<file path="config.mk">
export PLATFORM = sky130hd
export DESIGN_NAME = step_controller_flat
export DESIGN_NICKNAME = d
export VERILOG_FILES = /design/src/rtl/step_controller_if.sv /design/src/rtl/step_controller.sv /design/src/flat_wrapper.sv
export SDC_FILE = /design/constraint.sdc
export NUM_CORES = 1
export LEC_CHECK = 0
export CAP_MARGIN = 25
export CORE_UTILIZATION = 39
export CTS_BUF_LIST = sky130_fd_sc_hd__clkbuf_8
export DETAILED_ROUTE_END_ITERATION = 10
export GPL_ROUTABILITY_DRIVEN = 0
export PLACE_DENSITY = 0.73
export SLEW_MARGIN = 20
export SYNTH_ARGS = -nofsm -noshare
export SYNTH_HDL_FRONTEND = slang
export SYNTH_SLANG_ARGS = --single-unit
export TNS_END_PERCENT = 30
</file>
<file path="constraint.sdc">
create_clock -name clk_in -period 1.5 [get_ports clk_in]
set_clock_uncertainty 0.05 [all_clocks]
set_input_delay 0.15 -clock clk_in [delete_from_list [all_inputs] [get_ports clk_in]]
set_output_delay 0.15 -clock clk_in [all_outputs]
set_load 0.005 [all_outputs]
</file>
<file path="src/rtl/step_controller_if.sv">
// rtl/step_controller_if.sv - control/status bundle between the board inputs and step_controller
// master drives the raw inputs and observes status; slave is the controller itself.
interface step_controller_if #(
  parameter int COUNT_W = 16
);
  logic               tick_in;
  logic               btn_step;
  logic               run_sw;
  logic               bp_en;
  logic [COUNT_W-1:0] bp_count;
  logic               cpu_en;
  logic [COUNT_W-1:0] step_count;
  logic [1:0]         state_out;
  logic               halted;

  modport master (
    output tick_in, btn_step, run_sw, bp_en, bp_count,
    input  cpu_en, step_count, state_out, halted
  );

  modport slave (
    input  tick_in, btn_step, run_sw, bp_en, bp_count,
    output cpu_en, step_count, state_out, halted
  );
endinterface

</file>
<file path="src/rtl/step_controller.sv">
// rtl/step_controller.sv - run/halt/single-step controller emitting one-cycle cpu_en pulses
// Optional step-count breakpoint enabled by defining STEP_CTRL_BREAKPOINT_EN.
module step_controller #(
  parameter int COUNT_W         = 16,
  parameter int DEBOUNCE_CYCLES = 50000
) (
  input logic         clk_in,
  input logic         reset,
  step_controller_if.slave ctrl
);

  typedef enum logic [1:0] {
    ST_HALT  = 2'b00,
    ST_RUN   = 2'b01,
    ST_STEP  = 2'b10,
    ST_BREAK = 2'b11
  } state_t;

  localparam int DB_W = (DEBOUNCE_CYCLES < 1) ? 1 : $clog2(DEBOUNCE_CYCLES + 1);
  localparam logic [DB_W-1:0] DB_LIMIT = DB_W'(DEBOUNCE_CYCLES);

  state_t             state_q;
  state_t             state_n;
  logic               tick_d;
  logic               tick_armed;
  logic               tick_rise;
  logic               btn_s1;
  logic               btn_s2;
  logic               btn_deb;
  logic               btn_deb_d;
  logic [DB_W-1:0]    db_cnt;
  logic               step_press;
  logic               issue;
  logic               bp_hit;
  logic               cpu_en_q;
  logic [COUNT_W-1:0] step_count_q;
  logic [COUNT_W-1:0] step_next;
  logic [1:0]         state_out_c;
  logic               halted_c;

  // tick_d alone cannot tell a sampled 0 from the reset value, so a rise
  // also requires that tick_in has been seen low since reset.
  always_ff @(posedge clk_in or posedge reset) begin
    if (reset) begin
      tick_d     <= 1'b0;
      tick_armed <= 1'b0;
    end else begin
      tick_d     <= ctrl.tick_in;
      tick_armed <= tick_armed | ~ctrl.tick_in;
    end
  end

  assign tick_rise = ctrl.tick_in & ~tick_d & tick_armed;

  always_ff @(posedge clk_in or posedge reset) begin
    if (reset) begin
      btn_s1    <= 1'b0;
      btn_s2    <= 1'b0;
      btn_deb   <= 1'b0;
      btn_deb_d <= 1'b0;
      db_cnt    <= '0;
    end else begin
      btn_s1    <= ctrl.btn_step;
      btn_s2    <= btn_s1;
      btn_deb_d <= btn_deb;
      if (db_cnt == DB_LIMIT) begin
        btn_deb <= ~btn_deb;
        db_cnt  <= '0;
      end else if (btn_s2 != btn_deb) begin
        db_cnt <= db_cnt + 1'b1;
      end else begin
        db_cnt <= '0;
      end
    end
  end

  assign step_press = btn_deb & ~btn_deb_d;
  assign step_next  = step_count_q + 1'b1;

`ifdef STEP_CTRL_BREAKPOINT_EN
  assign bp_hit = ctrl.bp_en & (step_next == ctrl.bp_count);
`else
  logic bp_unused;
  assign bp_unused = ^{ctrl.bp_en, ctrl.bp_count};
  assign bp_hit    = 1'b0;
`endif

  always_ff @(posedge clk_in or posedge reset) begin
    if (reset) begin
      state_q <= ST_HALT;
    end else begin
      state_q <= state_n;
    end
  end

  always_comb begin
    state_n = state_q;
    case (state_q)
      ST_HALT: begin
        if (ctrl.run_sw) begin
          state_n = ST_RUN;
        end else if (step_press) begin
          state_n = ST_STEP;
        end
      end
      ST_RUN: begin
        if (!ctrl.run_sw) begin
          state_n = ST_HALT;
        end else if (issue && bp_hit) begin
          state_n = ST_BREAK;
        end
      end
      ST_STEP: begin
        if (tick_rise) begin
          state_n = ST_HALT;
        end
      end
      ST_BREAK: begin
        // A step press out of BREAK wins over a simultaneous run_sw drop.
        if (step_press) begin
          state_n = ST_STEP;
        end else if (!ctrl.run_sw) begin
          state_n = ST_HALT;
        end
      end
      default: state_n = ST_HALT;
    endcase
  end

  always_comb begin
    issue       = tick_rise & ((state_q == ST_RUN) | (state_q == ST_STEP));
    state_out_c = state_q;
    halted_c    = (state_q != ST_RUN);
  end

  always_ff @(posedge clk_in or posedge reset) begin
    if (reset) begin
      cpu_en_q     <= 1'b0;
      step_count_q <= '0;
    end else begin
      cpu_en_q <= issue;
      if (issue) begin
        step_count_q <= step_next;
      end
    end
  end

  assign ctrl.cpu_en     = cpu_en_q;
  assign ctrl.step_count = step_count_q;
  assign ctrl.state_out  = state_out_c;
  assign ctrl.halted     = halted_c;

endmodule
</file>
<file path="src/flat_wrapper.sv">
// flat-port wrapper written by rule: the top's interface ports become plain ports
module step_controller_flat 
#(
  parameter int COUNT_W         = 16,
  parameter int DEBOUNCE_CYCLES = 50000
)
  (clk_in, reset, ctrl_tick_in, ctrl_btn_step, ctrl_run_sw, ctrl_bp_en, ctrl_bp_count, ctrl_cpu_en, ctrl_step_count, ctrl_state_out, ctrl_halted);
  step_controller_if #(.COUNT_W(COUNT_W)) ctrl_i ();
  input logic clk_in;
  input logic reset;
  input wire logic [$bits(ctrl_i.tick_in)-1:0] ctrl_tick_in;
  input wire logic [$bits(ctrl_i.btn_step)-1:0] ctrl_btn_step;
  input wire logic [$bits(ctrl_i.run_sw)-1:0] ctrl_run_sw;
  input wire logic [$bits(ctrl_i.bp_en)-1:0] ctrl_bp_en;
  input wire logic [$bits(ctrl_i.bp_count)-1:0] ctrl_bp_count;
  output wire logic [$bits(ctrl_i.cpu_en)-1:0] ctrl_cpu_en;
  output wire logic [$bits(ctrl_i.step_count)-1:0] ctrl_step_count;
  output wire logic [$bits(ctrl_i.state_out)-1:0] ctrl_state_out;
  output wire logic [$bits(ctrl_i.halted)-1:0] ctrl_halted;
  assign ctrl_i.tick_in = ctrl_tick_in;
  assign ctrl_i.btn_step = ctrl_btn_step;
  assign ctrl_i.run_sw = ctrl_run_sw;
  assign ctrl_i.bp_en = ctrl_bp_en;
  assign ctrl_i.bp_count = ctrl_bp_count;
  assign ctrl_cpu_en = ctrl_i.cpu_en;
  assign ctrl_step_count = ctrl_i.step_count;
  assign ctrl_state_out = ctrl_i.state_out;
  assign ctrl_halted = ctrl_i.halted;
  step_controller #(.COUNT_W(COUNT_W), .DEBOUNCE_CYCLES(DEBOUNCE_CYCLES)) u_core (.clk_in(clk_in), .reset(reset), .ctrl(ctrl_i));
endmodule
</file>
==> results.txt <==
The flow ran to the end, but the final reports show violations. The final reports fail on setup timing. In the post-route analysis, the smallest setup slack over all paths is -0.1438 ns. The worst-skew pair later-pin latency is 0.29 ns.

The first-pass GRT wire length came out at 6292 µm. The proportion of layout cells with a drive suffix above 1 came out at 0.2520. Of the total synthesized cell area, the portion taken by XOR and XNOR cells is 0.1386.

STA puts the critical path data required time at 1.63 ns. After synthesis, the share of cell area in mux cells is 0. In this run the count of I/O pins placed on the die edge is 42. Global routing finished with a remaining overflow of 0. Clock-pin slew was measured on the worst setup and hold paths at 0.07 ns. The total global-route track usage came out at 0.1584.

The final route contains 1491 vias. After detailed routing, the average wire length per cell comes to 13.22 µm. The tree built by TritonCTS fans out to 41 sinks. The total power divided by cell area came out at 1084 mW/mm². The startpoint identified for the worst register-to-register timing path is u_core.ctrl.state_out[0]. The maximum achievable frequency came out at 0.6083 GHz. The final-layout setup total negative slack came out at -0.8244 ns. The total power came out at 3.017 mW. The via count of the first global-routing pass is 1397.

Entering global routing, the biggest net connects 42 pins. The number of DRC violations after detailed-routing iteration 0 came out at 83. The class of the most critical hold timing path is primary input to asynchronous set/reset pin. The first TritonRoute pass finished after 4 iterations. Setup repair after global routing could not meet its margin everywhere. The quantity of I/O buffers inserted on ports came out at 24.

The endpoint arrival time on the critical path came out at 1.77 ns. TritonCTS built the clock tree. The area used by sequential logic in the layout is 0.001026 mm². The maximum fanout along the worst path is 3. After detailed routing, the total wire length is 4138 µm. The number of buffers on the longest clock path came out at 2. Counting flops with a built-in enable in the synthesized netlist gives 0. The die width is 72.88 µm. The main combinational cell family by area after synthesis is simple AND/OR/NAND/NOR gates. In this run the standard cell core region covers 0.004786 mm². The number of antenna violations at the first check in global routing is 0. The clock root buffer is clkbuf_8.

Among all flip-flop cells after synthesis, the most frequent one is dfrtp_1. In the routed layout, each cell is associated on average with a via count of 4.764. Of the total synthesized cell area, the portion taken by AND, OR, NAND and NOR gates is 0.2337. The number of hold violations in the final report is 0. The number of pins exceeding their max-slew limit in the final report was 0. The CTS buffer count is 5. The HPWL after detailed placement came out at 2780 µm. After filler insertion, the fill cell instance count of the layout stands at 372. The commonest cells after synthesis are dfrtp_1, nor2_1, xnor2_1. The clock period minus worst slack is 1.644 ns. The count of antenna-violating nets left after detailed routing came out at 0.

Synthesis instantiated 30 different standard cells from the library. The initial standard-cell utilization of the core is 0.4094. The layout net count is 276. Counting tap cells, the placed design contains a total of 301 instances. In this run the register-to-register setup slack is -0.14 ns.

Summing every instance area after synthesis gives 0.001959 mm². The worst register-to-register path ends at u_core.ctrl.step_count[15]. The worst hold slack across all endpoints is 0.1940 ns. The synthesis warning total is 0. The post-synthesis compound-gate area fraction came out at 0.02618. The number of max-cap violations came out at 0. The post-route non-filler standard cell count came out at 313. The area share of the largest cell type after synthesis is 0.5236.

The CTS H-tree depth came out at 2. The cell area after layout is 0.002784 mm². The critical path is of the flop to flop type. The total number of placement rows came out at 25. STA classifies the critical path startpoint as a flop.

The number of antenna diodes in the final layout is 0. The placed instance area came out at 0.002560 mm². The post-synthesis net count came out at 212. The cell type with the largest total area after synthesis is dfrtp_1. The worst register-to-register path has a depth of 7. The multi-input gate area in the final layout came out at 0.001001 mm². In this run the static leakage power is 1.327 nW. The category of the worst setup path capture point is a flop. The leading cell type by number of instances after synthesis is dfrtp_1.

The slew at the pin closest to its max-slew limit is 0.3126 ns. The residual DRC count is 0. The portion of the clock cycle consumed by the worst path in the final layout is 1.096. In the post-synthesis netlist, the biggest area contributors are dfrtp_1, xnor2_1, xor2_1. The gate count of the mapped netlist came out at 182. The final number of setup-violating endpoints came out at 14. The growth of design area from synthesis to finish is 42.08%.

Measured against its own limit, the worst slew margin works out to 0.7901. The register area share after synthesis came out at 0.5236. After synthesis, the mean cell area works out to 10.77 µm². The synthesized-area fraction occupied by adder cells came out at 0.05109. Synthesis inferred 41 register bits. The worst ir drop on vdd came out at 901.3 µV. In this run, post-CTS hold repair placed 0 buffers. For this run, asynchronously set or reset flops after synthesis account for 1.000. The die covers 0.005311 mm². In this run the vertical extent of the chip is 72.88 µm.
-- cells in the final DEF (no fill, tap or decap), types with 4 or more instances in the layout --
| cell type | count |
|---|---|
| dfrtp_1 | 41 |
| buf_4 | 27 |
| nor2_1 | 21 |
| xnor2_1 | 17 |
| clkdlybuf4s50_1 | 17 |
| nand2_1 | 13 |
| xor2_1 | 12 |
| inv_1 | 10 |
| nand3_1 | 9 |
| nand4_1 | 8 |
| ha_1 | 6 |
| clkbuf_8 | 6 |
| buf_6 | 5 |
| nor3_1 | 4 |
| dlygate4sd2_1 | 4 |
-- routing by layer --
| metal | GRT usage | vias up | wire [µm] |
|---|---|---|---|
| met3 | 0.03729 | 9 | 116 |
| li1 | - | 741 | - |
| met4 | 0.07190 | 0 | 80 |
| met2 | 0.2586 | 25 | 2061 |
| met5 | 0 | - | 0 |
| met1 | 0.2004 | 716 | 1879 |
-- logic make-up after synthesis --
logic type / after synthesis
AO/OA/AOI/OAI: 7
XOR/XNOR: 31
adder cells (fa/ha/maj): 8
buffers and inverters: 13
flip-flops: 41
AND/OR/NAND/NOR: 82
-- metrics by stage --
step,worst slack (ns),util
floorplan,-0.1584,-
global route,-0.2378,0.5817
global placement,-0.1605,0.5349
detailed placement,-0.2323,0.5349
CTS,-0.1118,0.5590
finish,-0.1438,0.5817
-- where the power goes --
part	switching, mW	leakage (nW)	total (mW)	internal, mW
Clock	0.360	0.0485	0.719	0.358
Combinational	0.463	0.734	1.03	0.571
Sequential	0.0637	0.544	1.26	1.20
Total	0.887	1.33	3.02	2.13
-- critical path, stage by stage, from the launching register on --
cell and delay [ns]:
dfrtp_1 0.37, inv_2 0.06, ha_4 0.27, nand4b_4 0.11
buf_4 0.17, nor4_4 0.23, nand3_1 0.15, xnor2_1 0.14
-- worst max path at each step --
stage                              from                    endpoint  slack, ns
2_1_floorplan  u_core.ctrl.state_out[0]   u_core.ctrl.step_count[7]      -0.16
3_3_place_gp               ctrl_tick_in   u_core.ctrl.step_count[7]      -0.16
3_5_place_dp               ctrl_tick_in   u_core.ctrl.step_count[7]      -0.23
4_1_cts        u_core.ctrl.state_out[0]   u_core.ctrl.step_count[7]      -0.11
5_1_grt        u_core.ctrl.state_out[0]   u_core.ctrl.step_count[7]      -0.24
6_report       u_core.ctrl.state_out[0]  u_core.ctrl.step_count[15]      -0.14
-- repair_timing --
action / CTS / global route
endpoints found under the setup margin: 15 / 40
resized for setup: 7 / 20
buffers inserted: 2 / 3
pin swaps: 4 / 10
-- registers in the layout (all words and copies together), names as in the netlist --
signal                  cells
u_core.btn_deb_d            1
u_core.tick_armed           1
u_core.btn_s2               1
u_core.btn_s1               1
u_core.ctrl.state_out       2
u_core.db_cnt              16
u_core.btn_deb              1
u_core.ctrl.cpu_en          1
u_core.tick_d               1
u_core.ctrl.step_count     16
-- layout make-up --
class                      count  area share
multi-input combinational    128      0.3596
sequential                    41      0.3685
clock buffer                   6     0.02966
tap                           67     0.03011
timing repair buffer          58      0.1946
inverter                      12     0.01618
clock inverter                 1    0.001348
No activity file was read; power rests on OpenSTA's default activity.
